## src/rtl/frame_former_buffer_if.sv

```systemverilog
// AXI-Stream style beat bus shared by the upstream and downstream sides of
// the frame former buffer. The master drives the beat, the slave drives
// tready back.
interface frame_former_buffer_if #(
    parameter int DATA_WIDTH = 64
);
    logic [DATA_WIDTH-1:0]   tdata;
    logic [DATA_WIDTH/8-1:0] tkeep;
    logic                    tlast;
    logic                    tvalid;
    logic                    tready;

    modport master (
        output tdata,
        output tkeep,
        output tlast,
        output tvalid,
        input  tready
    );

    modport slave (
        input  tdata,
        input  tkeep,
        input  tlast,
        input  tvalid,
        output tready
    );
endinterface

```

## src/rtl/frame_former_buffer.sv

```systemverilog
// Frame former buffer: first-word-fall-through circular buffer for
// AXI-Stream beats. It tracks the occupancy in beats (FFSTail) and the
// number of complete frames held (FrameCount). The downstream stage uses
// these counts to decide when a frame may be released.
//
// S_AXIS.tready depends only on registered state, so no combinational path
// runs from M_AXIS.tready through the buffer. As a result, a pop on a full
// buffer cannot admit a push in the same cycle.
module frame_former_buffer #(
    parameter  int MAX_INTERNAL_SPACE = 64,
    parameter  int DATA_WIDTH         = 64,
    localparam int PTR_W              = $clog2(MAX_INTERNAL_SPACE),
    localparam int CNT_W              = PTR_W + 1
) (
    input  logic                        ACLK,
    input  logic                        ARESET,
    frame_former_buffer_if.slave        S_AXIS,
    frame_former_buffer_if.master       M_AXIS,
    output logic [CNT_W-1:0]            FFSTail,
    output logic [CNT_W-1:0]            FrameCount
);

    localparam int                KEEP_W   = DATA_WIDTH / 8;
    localparam int                ENTRY_W  = DATA_WIDTH + KEEP_W + 1;
    localparam logic [CNT_W-1:0]  FULL_LVL = CNT_W'(MAX_INTERNAL_SPACE);

    // Reject parameterisations the pointer arithmetic cannot support.
    // Pointer wrap relies on natural overflow of a power-of-two depth.
    if (MAX_INTERNAL_SPACE < 2 ||
        (MAX_INTERNAL_SPACE & (MAX_INTERNAL_SPACE - 1)) != 0) begin : g_bad_depth
        $error("frame_former_buffer: MAX_INTERNAL_SPACE must be a power of two >= 2");
    end
    if (DATA_WIDTH < 8 || (DATA_WIDTH % 8) != 0) begin : g_bad_width
        $error("frame_former_buffer: DATA_WIDTH must be a non-zero multiple of 8");
    end

    // Storage holds {tlast, tkeep, tdata}. It is deliberately not reset.
    logic [ENTRY_W-1:0] r_mem [MAX_INTERNAL_SPACE];

    logic [PTR_W-1:0]   r_wr_ptr;
    logic [PTR_W-1:0]   r_rd_ptr;
    logic [CNT_W-1:0]   r_count;
    logic [CNT_W-1:0]   r_frames;
    // Holds tready low for the cycles in which reset was sampled, so the
    // upstream side does not see the buffer as ready during reset.
    logic               r_in_reset;

    logic               w_push;
    logic               w_pop;
    logic               w_push_last;
    logic               w_pop_last;
    logic               w_full;
    logic               w_empty;
    logic [ENTRY_W-1:0] w_wr_entry;
    logic [ENTRY_W-1:0] w_head;

    assign w_full      = (r_count == FULL_LVL);
    assign w_empty     = (r_count == '0);

    assign S_AXIS.tready = !r_in_reset && !w_full;
    assign M_AXIS.tvalid = !w_empty;

    assign w_push      = S_AXIS.tvalid & S_AXIS.tready;
    assign w_pop       = M_AXIS.tvalid & M_AXIS.tready;

    assign w_wr_entry  = {S_AXIS.tlast, S_AXIS.tkeep, S_AXIS.tdata};
    assign w_head      = r_mem[r_rd_ptr];

    // The head entry falls through to the outputs. It stays stable until it
    // is popped, because only a pop moves the read pointer.
    assign {M_AXIS.tlast, M_AXIS.tkeep, M_AXIS.tdata} = w_head;

    assign w_push_last = w_push & S_AXIS.tlast;
    assign w_pop_last  = w_pop  & w_head[ENTRY_W-1];

    assign FFSTail     = r_count;
    assign FrameCount  = r_frames;

    // Write an accepted beat into the slot at the write pointer.
    always_ff @(posedge ACLK) begin
        if (w_push) begin
            r_mem[r_wr_ptr] <= w_wr_entry;
        end
    end

    // Track whether reset was sampled at the last edge (gates tready).
    always_ff @(posedge ACLK) begin
        r_in_reset <= ARESET;
    end

    // Advance the write pointer on each push. Modulo-depth wrap is implicit.
    always_ff @(posedge ACLK) begin
        if (ARESET) begin
            r_wr_ptr <= '0;
        end else if (w_push) begin
            r_wr_ptr <= r_wr_ptr + 1'b1;
        end
    end

    // Advance the read pointer on each pop. Modulo-depth wrap is implicit.
    always_ff @(posedge ACLK) begin
        if (ARESET) begin
            r_rd_ptr <= '0;
        end else if (w_pop) begin
            r_rd_ptr <= r_rd_ptr + 1'b1;
        end
    end

    // Occupancy: +1 on push only, -1 on pop only, otherwise held.
    always_ff @(posedge ACLK) begin
        if (ARESET) begin
            r_count <= '0;
        end else begin
            case ({w_push, w_pop})
                2'b10:   r_count <= r_count + 1'b1;
                2'b01:   r_count <= r_count - 1'b1;
                default: r_count <= r_count;
            endcase
        end
    end

    // Complete-frame count: follows tlast beats entering and leaving.
    always_ff @(posedge ACLK) begin
        if (ARESET) begin
            r_frames <= '0;
        end else begin
            case ({w_push_last, w_pop_last})
                2'b10:   r_frames <= r_frames + 1'b1;
                2'b01:   r_frames <= r_frames - 1'b1;
                default: r_frames <= r_frames;
            endcase
        end
    end

    // Structural invariants of the counters.
    a_count_range: assert property (@(posedge ACLK) disable iff (ARESET)
        r_count <= FULL_LVL);
    a_frames_le_count: assert property (@(posedge ACLK) disable iff (ARESET)
        r_frames <= r_count);

endmodule
```

## src/flat_wrapper.sv

```systemverilog
// flat-port wrapper written by rule: the top's interface ports become plain ports
module frame_former_buffer_flat 
#(
    parameter  int MAX_INTERNAL_SPACE = 64,
    parameter  int DATA_WIDTH         = 64,
    localparam int PTR_W              = $clog2(MAX_INTERNAL_SPACE),
    localparam int CNT_W              = PTR_W + 1
)
  (ACLK, ARESET, FFSTail, FrameCount, S_AXIS_tdata, S_AXIS_tkeep, S_AXIS_tlast, S_AXIS_tvalid, S_AXIS_tready, M_AXIS_tdata, M_AXIS_tkeep, M_AXIS_tlast, M_AXIS_tvalid, M_AXIS_tready);
  frame_former_buffer_if #(.DATA_WIDTH(DATA_WIDTH)) S_AXIS_i ();
  frame_former_buffer_if #(.DATA_WIDTH(DATA_WIDTH)) M_AXIS_i ();
  input  logic ACLK;
  input  logic ARESET;
  output logic [CNT_W-1:0] FFSTail;
  output logic [CNT_W-1:0] FrameCount;
  input wire logic [$bits(S_AXIS_i.tdata)-1:0] S_AXIS_tdata;
  input wire logic [$bits(S_AXIS_i.tkeep)-1:0] S_AXIS_tkeep;
  input wire logic [$bits(S_AXIS_i.tlast)-1:0] S_AXIS_tlast;
  input wire logic [$bits(S_AXIS_i.tvalid)-1:0] S_AXIS_tvalid;
  output wire logic [$bits(S_AXIS_i.tready)-1:0] S_AXIS_tready;
  output wire logic [$bits(M_AXIS_i.tdata)-1:0] M_AXIS_tdata;
  output wire logic [$bits(M_AXIS_i.tkeep)-1:0] M_AXIS_tkeep;
  output wire logic [$bits(M_AXIS_i.tlast)-1:0] M_AXIS_tlast;
  output wire logic [$bits(M_AXIS_i.tvalid)-1:0] M_AXIS_tvalid;
  input wire logic [$bits(M_AXIS_i.tready)-1:0] M_AXIS_tready;
  assign S_AXIS_i.tdata = S_AXIS_tdata;
  assign S_AXIS_i.tkeep = S_AXIS_tkeep;
  assign S_AXIS_i.tlast = S_AXIS_tlast;
  assign S_AXIS_i.tvalid = S_AXIS_tvalid;
  assign S_AXIS_tready = S_AXIS_i.tready;
  assign M_AXIS_tdata = M_AXIS_i.tdata;
  assign M_AXIS_tkeep = M_AXIS_i.tkeep;
  assign M_AXIS_tlast = M_AXIS_i.tlast;
  assign M_AXIS_tvalid = M_AXIS_i.tvalid;
  assign M_AXIS_i.tready = M_AXIS_tready;
  frame_former_buffer #(.MAX_INTERNAL_SPACE(MAX_INTERNAL_SPACE), .DATA_WIDTH(DATA_WIDTH)) u_core (.ACLK(ACLK), .ARESET(ARESET), .S_AXIS(S_AXIS_i), .M_AXIS(M_AXIS_i), .FFSTail(FFSTail), .FrameCount(FrameCount));
endmodule
```

## config.mk

```make
export PLATFORM = sky130hd
export DESIGN_NAME = frame_former_buffer_flat
export DESIGN_NICKNAME = d
export VERILOG_FILES = /design/src/rtl/frame_former_buffer_if.sv /design/src/rtl/frame_former_buffer.sv /design/src/flat_wrapper.sv
export SDC_FILE = /design/constraint.sdc
export NUM_CORES = 2
export LEC_CHECK = 0
export BUFFER_PORTS_ARGS = -buffer_cell sky130_fd_sc_hd__buf_2
export CAP_MARGIN = 20
export CORE_ASPECT_RATIO = 1.5
export CORE_UTILIZATION = 24
export CTS_CLUSTER_DIAMETER = 120
export CTS_CLUSTER_SIZE = 40
export DETAILED_ROUTE_END_ITERATION = 6
export PLACE_DENSITY_LB_ADDON = 0.25
export SLEW_MARGIN = 25
export SYNTH_ARGS = -nofsm -noshare
export SYNTH_HDL_FRONTEND = slang
export SYNTH_MEMORY_MAX_BITS = 65536
export SYNTH_SLANG_ARGS = --single-unit
export TNS_END_PERCENT = 1
```

## constraint.sdc

```tcl
create_clock -name ACLK -period 6.5 [get_ports ACLK]
set_input_delay 0.325 -clock ACLK [delete_from_list [all_inputs] [get_ports ACLK]]
set_output_delay 0.325 -clock ACLK [all_outputs]
set_load 0.1 [all_outputs]
```

==> results.py <==
metrics = {
    "yosys": {
        "synth_cell_type_count": 46,
        "net_count_after_synthesis": 7307,
        "synth.cells.most_frequent": "sky130_fd_sc_hd__edfxtp_1 (4672), sky130_fd_sc_hd__mux4_2 (1362), sky130_fd_sc_hd__clkbuf_1 (212)",
        "flip_flop_cell_with_the_highest_count_after_synthesis": "sky130_fd_sc_hd__edfxtp_1",
        "async_reset_ff_share_pct": 0,
        "synth-warning-count": 0,
        "post_synth.cell_area_avg_sq_um": 24.7,
        "yosysMostFrequentCell": "sky130_fd_sc_hd__edfxtp_1",
        "synth_top_area_share_pct": 78.7,
        "yosys_register_bits": 4705,
        "synth-edff-count": 4672,
        "synthesis.area_sq_um": 178000,
        "synth.top_cells.by_area": "sky130_fd_sc_hd__edfxtp_1 (79%), sky130_fd_sc_hd__mux4_2 (17%), sky130_fd_sc_hd__mux2i_1 (0.63%)",
        "synth.largest_area_cell": "sky130_fd_sc_hd__edfxtp_1",
        "yosysSeqAreaShare_pct": 79.1,
        "postSynthCellCount": 7214,
    },
    "clock_tree": {
        "skew_pair_late_insertion_delay_ps": 950,
        "clock_tree.buffer_depth": 4,
        "worst_setup_hold_path_clk_slew_ps": 140,
        "tritoncts": "done",
        "cts_inserted_buffers": 141,
        "clock_tree.root_cell": "sky130_fd_sc_hd__clkbuf_16",
        "cts_sinks": 4705,
        "cts_h_tree_depth": 4,
    },
    "route": {
        "drtAntennaViolNets": 0,
        "drt-initial-drc-count": 7854,
        "drc_errors": 0,
        "post_drt_wl_per_cell_um": 31.9,
        "vias_per_cell": 4.65,
        "detailedRoute.firstPassIterationCount": 5,
        "drt-total-wl_um": 551000,
        "vias": 80300,
    },
    "place": {
        "gp_congestion": 0.733,
        "placement.setup.worst_slack_ps": 1020,
        "hpwlAfterDp_um": 307000,
        "placed_area_sq_um": 194000,
        "port_buffers": 165,
    },
    "worst_hold_path": {
        "worst_hold_path.num_cells": 4,
        "worstHoldStart": "M_AXIS_tready",
        "hp-class": "in -> reg",
    },
    "cells_and_area": {
        "nets": 7595,
        "final_design_area_no_fill_sq_um": 199000,
        "layout-area-overhead-vs-synth_pct": 11.5,
        "fillCellCount": 72500,
        "layout-drive-gt1-share_pct": 27.6,
    },
    "global_route": {
        "first_pass_grt_wire_length_um": 745000,
        "via_count_of_the_first_global_routing_pass": 84100,
        "grt_max_degree": 105,
        "globalRouteTotalUtil_pct": 14.3,
        "antenna_violations_before_repair": 60,
        "grt_remaining_overflow": 0,
    },
    "setup_path": {
        "required_ps": 6170,
        "cell_depth_of_the_worst_flop_to_flop_path": 12,
        "timing_worst_setup_path_type": "reg -> out",
        "critical_path_peak_fanout": 103,
        "critical_path.reg2reg.endpoint": "u_core.FrameCount[6]",
        "worst-endpoint-arrival_ps": 5660,
        "worst_setup_path_end_kind": "output port",
        "r2r_setup_slk_ps": 1530,
        "worst_setup_path_start_kind": "register",
    },
    "power_and_ir_drop": {
        "p_leak_nw": 55.9,
        "power.share.sequential_pct": 57.1,
        "total_switching_power_mw": 15.8,
        "finalPower_mw": 58.8,
        "combPwrFrac_pct": 20.7,
        "cellPowerDensity_nw_per_um2": 296,
        "power_report.internal_total_mw": 43.0,
        "vdd.ir_drop.worst_mv": 0.264,
        "share_clk_of_total_power_pct": 22.3,
        "power.share.switching_pct": 26.9,
    },
    "sta": {
        "relative_slew_slack_pct": 25.8,
        "timing_worst_slew_pin_value_ps": 1110,
        "hold_viol": 0,
        "fmax_ghz": 0.167,
        "finalMaxSlewViolations": 0,
        "setup_total_negative_slack_ps": 0,
        "report.final.setup_viol": 0,
        "fin_ws_ps": 510,
        "rsz0062_at_grt": "no",
        "final_period_minus_worst_setup_slack_ps": 5990,
        "timing.clock.skew_ps": 78.6,
        "post-route-period-util_pct": 92.1,
    },
    "run_status": {
        "run_status": "completed",
    },
    "die": {
        "die_w_um": 706,
        "num_io_pins": 166,
        "rows": 387,
        "die_area_sq_um": 746000,
        "core-area_sq_um": 740000,
        "fp.dieH_um": 1060,
        "floorplan.initialDensity_pct": 24.1,
    },
    "flow_run": {
        "max_cap_viol_count": 0,
    },
}
-- what timing repair did --
action                                  4_1_cts  5_1_grt
hold endpoints to repair                    145     3009
resized for setup                             1        0
hold buffers                                  7       53
buffers inserted                              0        0
endpoints found under the setup margin        1        0
-- area by class of cell --
class	count	area [sq um]	area share, %
clock buffer	154	3700	1.86
tap	9725	12200	6.12
clock inverter	10	171	0.0862
inverter	10	37.5	0.0189
sequential	4705	141000	70.9
timing repair buffer	533	5590	2.81
antenna	13	32.5	0.0164
multi-input combinational	2111	36200	18.2
-- cells by family after synthesis --
kind of cell	share of synthesized area, %
compound gates	1.23
fa+ha+maj	0.121
flops	79.1
mux	17.9
xor+xnor	0.0639
simple gates	0.629
buf+inv	0.962
-- power groups by stage --
stage / Combinational, mW / Sequential, mW / Clock, mW
2_1_floorplan: 9.23 / 34.3 / 0
3_3_place_gp: 12.4 / 34.2 / 0
3_5_place_dp: 12.5 / 34.2 / 0
4_1_cts: 12.5 / 33.6 / 13.5
5_1_grt: 13.0 / 33.6 / 14.3
6_report: 12.2 / 33.5 / 13.1
-- flip-flops by register name, summed over array words and instances, names as in the netlist, named ones only --
| name | cells |
|---|---|
| u_core.r_in_reset | 1 |
| u_core.r_rd_ptr | 6 |
| u_core.FrameCount | 7 |
| u_core.r_mem | 4672 |
| u_core.r_wr_ptr | 6 |
| u_core.FFSTail | 7 |
-- critical path: stages (launching register included) --
cell and delay [ps]:
sky130_fd_sc_hd__dfxtp_4 820, sky130_fd_sc_hd__buf_12 590, sky130_fd_sc_hd__buf_4 610, sky130_fd_sc_hd__buf_4 840, sky130_fd_sc_hd__mux4_2 360, sky130_fd_sc_hd__mux4_2 250
sky130_fd_sc_hd__o22ai_1 80, sky130_fd_sc_hd__nor2_1 330, sky130_fd_sc_hd__buf_2 500
-- routing by layer --
layer | track usage [%] | part of all wire, % | wire, um
met1 | 17.0 | 38 | 212000
met4 | 3.78 | 2.8 | 15700
met3 | 1.12 | 3.4 | 18600
met5 | 0 | 0.025 | 136
met2 | 27.6 | 55 | 305000
-- per-stage QoR --
step	util (%)	hold WS (ps)	cells
6_report	26.9	37.0	17300
5_1_grt	26.9	88.8	17300
4_1_cts	26.7	12.9	17200
3_5_place_dp	26.2	494	17000
3_3_place_gp	26.2	493	17000
2_1_floorplan	-	353	7214
-- placed cells by master (no fill, tap or decap), types with 4 or more instances in the layout --
cell type	count
sky130_fd_sc_hd__dfxtp_4	5
sky130_fd_sc_hd__xor2_1	9
sky130_fd_sc_hd__buf_4	226
sky130_fd_sc_hd__o221ai_1	62
sky130_fd_sc_hd__a21o_1	6
sky130_fd_sc_hd__nand3_1	5
sky130_fd_sc_hd__dlygate4sd3_1	60
sky130_fd_sc_hd__diode_2	13
sky130_fd_sc_hd__dfxtp_1	28
sky130_fd_sc_hd__a21oi_1	85
sky130_fd_sc_hd__ha_1	14
sky130_fd_sc_hd__buf_12	126
sky130_fd_sc_hd__nor3_1	4
sky130_fd_sc_hd__mux4_2	1362
sky130_fd_sc_hd__a22oi_1	10
sky130_fd_sc_hd__nand2b_1	5
sky130_fd_sc_hd__or3_1	4
sky130_fd_sc_hd__buf_2	113
sky130_fd_sc_hd__mux4_1	7
sky130_fd_sc_hd__mux2i_1	112
sky130_fd_sc_hd__nand2_1	32
sky130_fd_sc_hd__buf_16	7
sky130_fd_sc_hd__o21ai_0	4
sky130_fd_sc_hd__a31oi_1	11
sky130_fd_sc_hd__clkbuf_1	7
sky130_fd_sc_hd__inv_1	10
sky130_fd_sc_hd__clkbuf_16	147
sky130_fd_sc_hd__o22ai_1	144
sky130_fd_sc_hd__nor2_4	64
sky130_fd_sc_hd__nor2b_1	12
sky130_fd_sc_hd__xnor2_1	4
sky130_fd_sc_hd__nor2_1	107
sky130_fd_sc_hd__edfxtp_1	4672
sky130_fd_sc_hd__o21ai_1	9
-- how the worst max path moves through the flow --
stage | startpoint | to | cells after the start
after global placement | register | M_AXIS_tdata[37] | 8
after floorplan | u_core.FFSTail[0] | u_core.r_mem[59][0] | 6
after CTS | register | M_AXIS_tdata[31] | 8
after global routing | register | M_AXIS_tdata[37] | 8
after detailed placement | register | M_AXIS_tdata[31] | 8
final | register | M_AXIS_tdata[39] | 8
(Power assumes the default switching activity.)
